`config.mk`:
```
export PLATFORM = sky130hd
export DESIGN_NAME = bram_port_arbiter
export DESIGN_NICKNAME = d
export VERILOG_FILES = /design/src/rtl/bram_port_arbiter.sv
export SDC_FILE = /design/constraint.sdc
export NUM_CORES = 1
export LEC_CHECK = 0
export ABC_CLOCK_PERIOD_IN_PS = 2900
export CORE_UTILIZATION = 36
export DETAILED_ROUTE_END_ITERATION = 10
export HOLD_SLACK_MARGIN = 0.05
export PLACE_DENSITY_LB_ADDON = 0.3
export SLEW_MARGIN = 0
export SYNTH_ARGS = -nofsm -noshare
export SYNTH_HDL_FRONTEND = slang
export SYNTH_SLANG_ARGS = --single-unit
```
`constraint.sdc`:
```
create_clock -name clka_0 -period 2.9 [get_ports clka_0]
set_clock_uncertainty 0.1 [all_clocks]
set_input_delay 0.58 -clock clka_0 [delete_from_list [all_inputs] [get_ports clka_0]]
set_output_delay 0.58 -clock clka_0 [all_outputs]
set_load 0.01 [all_outputs]
```
`src/rtl/bram_port_arbiter.sv`:
```
// Two-master round-robin arbiter in front of a single-port BRAM. One access per
// cycle is issued through a register stage; reads are tagged so data returns to its owner.
module bram_port_arbiter #(
  parameter int ADDR_W = 10,
  parameter int DATA_W = 16,
  parameter int RD_LAT = 1
) (
  input  logic              clka_0,
  input  logic              rstn_0,
  input  logic              req_0,
  input  logic              req_1,
  input  logic              we_0,
  input  logic              we_1,
  input  logic [ADDR_W-1:0] addr_0,
  input  logic [ADDR_W-1:0] addr_1,
  input  logic [DATA_W-1:0] wdata_0,
  input  logic [DATA_W-1:0] wdata_1,
  output logic              gnt_0,
  output logic              gnt_1,
  output logic              rvalid_0,
  output logic              rvalid_1,
  output logic [DATA_W-1:0] rdata_0,
  output logic [DATA_W-1:0] rdata_1,
  output logic [ADDR_W-1:0] addra_0,
  output logic [DATA_W-1:0] dina_0,
  output logic              wea_0,
  input  logic [DATA_W-1:0] douta_0
);

  logic              r_last;      // 1 = requester 1 holds the most recent grant
  logic [ADDR_W-1:0] r_addra;
  logic [DATA_W-1:0] r_dina;
  logic              r_wea;
  logic [RD_LAT:0]   r_vld_pipe;
  logic [RD_LAT:0]   r_own_pipe;
  logic              w_gnt_0;
  logic              w_gnt_1;
  logic              w_rd_issue;

  // Grants are masked by reset so nothing is accepted while the issue stage is held clear.
  assign w_gnt_0    = rstn_0 & req_0 & (~req_1 | r_last);
  assign w_gnt_1    = rstn_0 & req_1 & (~req_0 | ~r_last);
  assign w_rd_issue = (w_gnt_0 & ~we_0) | (w_gnt_1 & ~we_1);

  always_ff @(posedge clka_0 or negedge rstn_0) begin
    if (!rstn_0) begin
      r_last  <= 1'b1;
      r_addra <= '0;
      r_dina  <= '0;
      r_wea   <= 1'b0;
    end else begin
      r_wea <= 1'b0;
      if (w_gnt_0) begin
        r_last  <= 1'b0;
        r_addra <= addr_0;
        r_dina  <= wdata_0;
        r_wea   <= we_0;
      end else if (w_gnt_1) begin
        r_last  <= 1'b1;
        r_addra <= addr_1;
        r_dina  <= wdata_1;
        r_wea   <= we_1;
      end
    end
  end

  // Stage 0 covers the issue register; stage RD_LAT lines up with douta_0.
  always_ff @(posedge clka_0 or negedge rstn_0) begin
    if (!rstn_0) begin
      r_vld_pipe <= '0;
      r_own_pipe <= '0;
    end else begin
      r_vld_pipe <= {r_vld_pipe[RD_LAT-1:0], w_rd_issue};
      r_own_pipe <= {r_own_pipe[RD_LAT-1:0], w_gnt_1};
    end
  end

  assign gnt_0    = w_gnt_0;
  assign gnt_1    = w_gnt_1;
  assign rvalid_0 = r_vld_pipe[RD_LAT] & ~r_own_pipe[RD_LAT];
  assign rvalid_1 = r_vld_pipe[RD_LAT] &  r_own_pipe[RD_LAT];
  assign rdata_0  = douta_0;
  assign rdata_1  = douta_0;
  assign addra_0  = r_addra;
  assign dina_0   = r_dina;
  assign wea_0    = r_wea;

endmodule

```
==> reports/metrics.cfg <==
[timing]
period_needed_ns = 2.67
slew_headroom = 0.732
fin_crit_sh = 0.922
setup_viol = 0
fmax_ghz = 0.374
final-hold-violation-count = 0
tightest_slew_ns = 0.401
whs_ns = 0.194
final-max-slew-violation-count = 0
grt_setup_unrepaired = no
fin_tns_setup_ns = 0

[yosys]
syn-num-nets = 262
synthTopCellsByArea = dfrtp_1 45%, buf_4 16%, o32ai_1 6.1%
synth-edff-count = 0
syn-cell-area_um2 = 1730
synthFlopType = dfrtp_1
yosys.area.top_type = dfrtp_1
avgSynthCellArea_um2 = 9.22
yosys-top-cells-count = 36 x buf_4, 31 x dfrtp_1, 27 x nor2_1
ys_seq_area_frac = 0.463
synth.most_common_cell = buf_4
synthArstFlopShare = 1.00
synthCells = 188
synth_top_area_frac = 0.448
yosysUniqueCellTypes = 20
synth-seq-cells = 32
yosys_warnings = 0

[layout]
drive_above_1_share = 0.0810
areaGrowthSynthToFinish_pct = 45.6
finalNetCount = 320
fin_util = 0.560
n_fill_cell = 420
antenna_cells = 0

[critical_path]
r2r_slack_ns = 1.51
critPathLaunchType = primary input
r2r-start = r_last
r2r-end = addra_0[8]
critPathMaxFanout = 4
end_kind = output pin
critical_path_class = in2out
worst_r2r_path_depth = 4
critPathArrivalTime_ns = 1.99
worstPathRequired_ns = 2.22

[clock_network]
clock-sinks = 32
cts_tree = built
cts_resized = 0
cts_root_buf = clkbuf_8
clk_path_buf_depth = 2
clk_latency_ns = 0.28
clkTransAtPathRegs_ns = 0.07
post_cts_buffers = 0
numCtsBuffers = 5
h-tree-depth = 2
ctsHoldBuffers = 0

[placed_design]
numPortBuffers = 88
hpwl_mm = 3.34
gp_congestion = 0.773

[die]
die_w_um = 71.4
die_height_um = 71.4
core-area_um2 = 4500
dieArea_um2 = 5100
io_pins = 137
placementRows = 24
initial_core_util = 0.385

[drt]
drtIter0Drc = 127
drcViolationCount = 8
vias_per_cell = 5.07
drt-pass1-iter-count = 7
met3WireLength_um = 242
drtAntennaViolNets = 0
highest_layer = met4
wl_met2_mm = 2.36
drt-total-wl_mm = 4.59
wl_per_cell_um = 15.3
num_vias = 1516
wl_met1_mm = 1.96

[min_path]
min_path_type = in2async

[global_routing]
antenna_found_initial = 0
first_global_vias = 1486
grt_max_degree = 37
grt_pass1_wl_mm = 7.51
grt-ovfl-total = 0
track_usage = 0.195

[outcome]
outcome = complete, but fails checks
violations = DRC

[job]
drv_cap = 0

[power_and_ir_drop]
cellLeakagePower_uw = 0.000977
vdd_drop_max_uv = 236
p_per_area_nw_per_um2 = 536

## state kept, by name, indices dropped and copies added, names as in the netlist
signal / count
addra_0: 10
dina_0: 16
r_last: 1
r_own_pipe: 2
r_vld_pipe: 2
wea_0: 1
## power by group
part / switching [uW] / internal [uW] / leakage [uW]
clock network: 159 / 255 / 0.0000552
registers: 34.8 / 511 / 0.000364
logic: 167 / 227 / 0.000558
total: 361 / 992 / 0.000977
## stage by stage
stage | setup slack [ns] | instances | cell area (um2) | power (uW)
floorplan | 1.23 | 188 | 1730 | 757
global placement | 0.265 | 291 | 2420 | 945
detailed placement | 0.240 | 291 | 2420 | 952
CTS | 0.237 | 299 | 2520 | 1370
global route | 0.159 | 299 | 2520 | 1430
finish | 0.228 | 299 | 2520 | 1350
## worst max-delay path by stage
stage / from / endpoint / slack [ns] / depth (start not counted)
CTS: req_0 / gnt_1 / 0.24 / 4
floorplan: rstn_0 / gnt_0 / 1.23 / 4
global route: req_1 / gnt_1 / 0.16 / 4
detailed placement: req_0 / gnt_1 / 0.24 / 4
global placement: req_1 / gnt_1 / 0.26 / 4
finish: req_0 / gnt_1 / 0.23 / 4
## cell usage in the layout, fill, tap and decap left out
cell type,synthesis,routed
clkdlybuf4s50_1,0,87
dfrtp_1,31,31
nor2_1,27,27
nand3_1,15,15
a31oi_1,15,15
o32ai_1,12,12
nor3_1,11,11
o21ai_1,9,9
buf_4,36,9
o21ai_0,7,7
clkbuf_8,0,5
nand2_1,4,4
and2_1,3,3
nand2b_1,1,1
inv_1,1,1
nor2b_1,2,1
a22o_1,1,1
o21a_1,1,1
nor2b_2,0,1
clkbuf_1,0,1
bufinv_16,0,1
clkinv_2,0,1
buf_2,8,1
buf_12,0,1
dfstp_2,1,1
## cell families (layout without fill, tap and decap cells)
kind of cell / Yosys count / in the layout / synth area share
flops: 32 / 32 / 0.463
buf+inv: 48 / 107 / 0.203
compound gates: 45 / 45 / 0.170
simple gates: 63 / 63 / 0.164
## worst max-delay path, stage by stage
cell,delay (ns)
clkdlybuf4s50_1,0.46
and2_1,0.18
nor2_1,0.20
clkdlybuf4s50_1,0.58
## layout make-up
cell class                 instances  area (um2)  share of cell area
multi-input combinational        108         582               0.231
clock inverter                     2        35.0              0.0139
clock buffer                       6        72.6              0.0288
timing repair buffer              98         963               0.382
inverter                           1        3.75             0.00149
sequential                        32         802               0.318
tap                               52        65.1              0.0258
## metal layers
layer	global-route usage	vias to the layer above
met3	0.0520	2
li1	-	748
met1	0.252	721
met2	0.316	45
met5	0	-
met4	0.0667	0
Note: power is estimated with default switching activity, not from simulation.
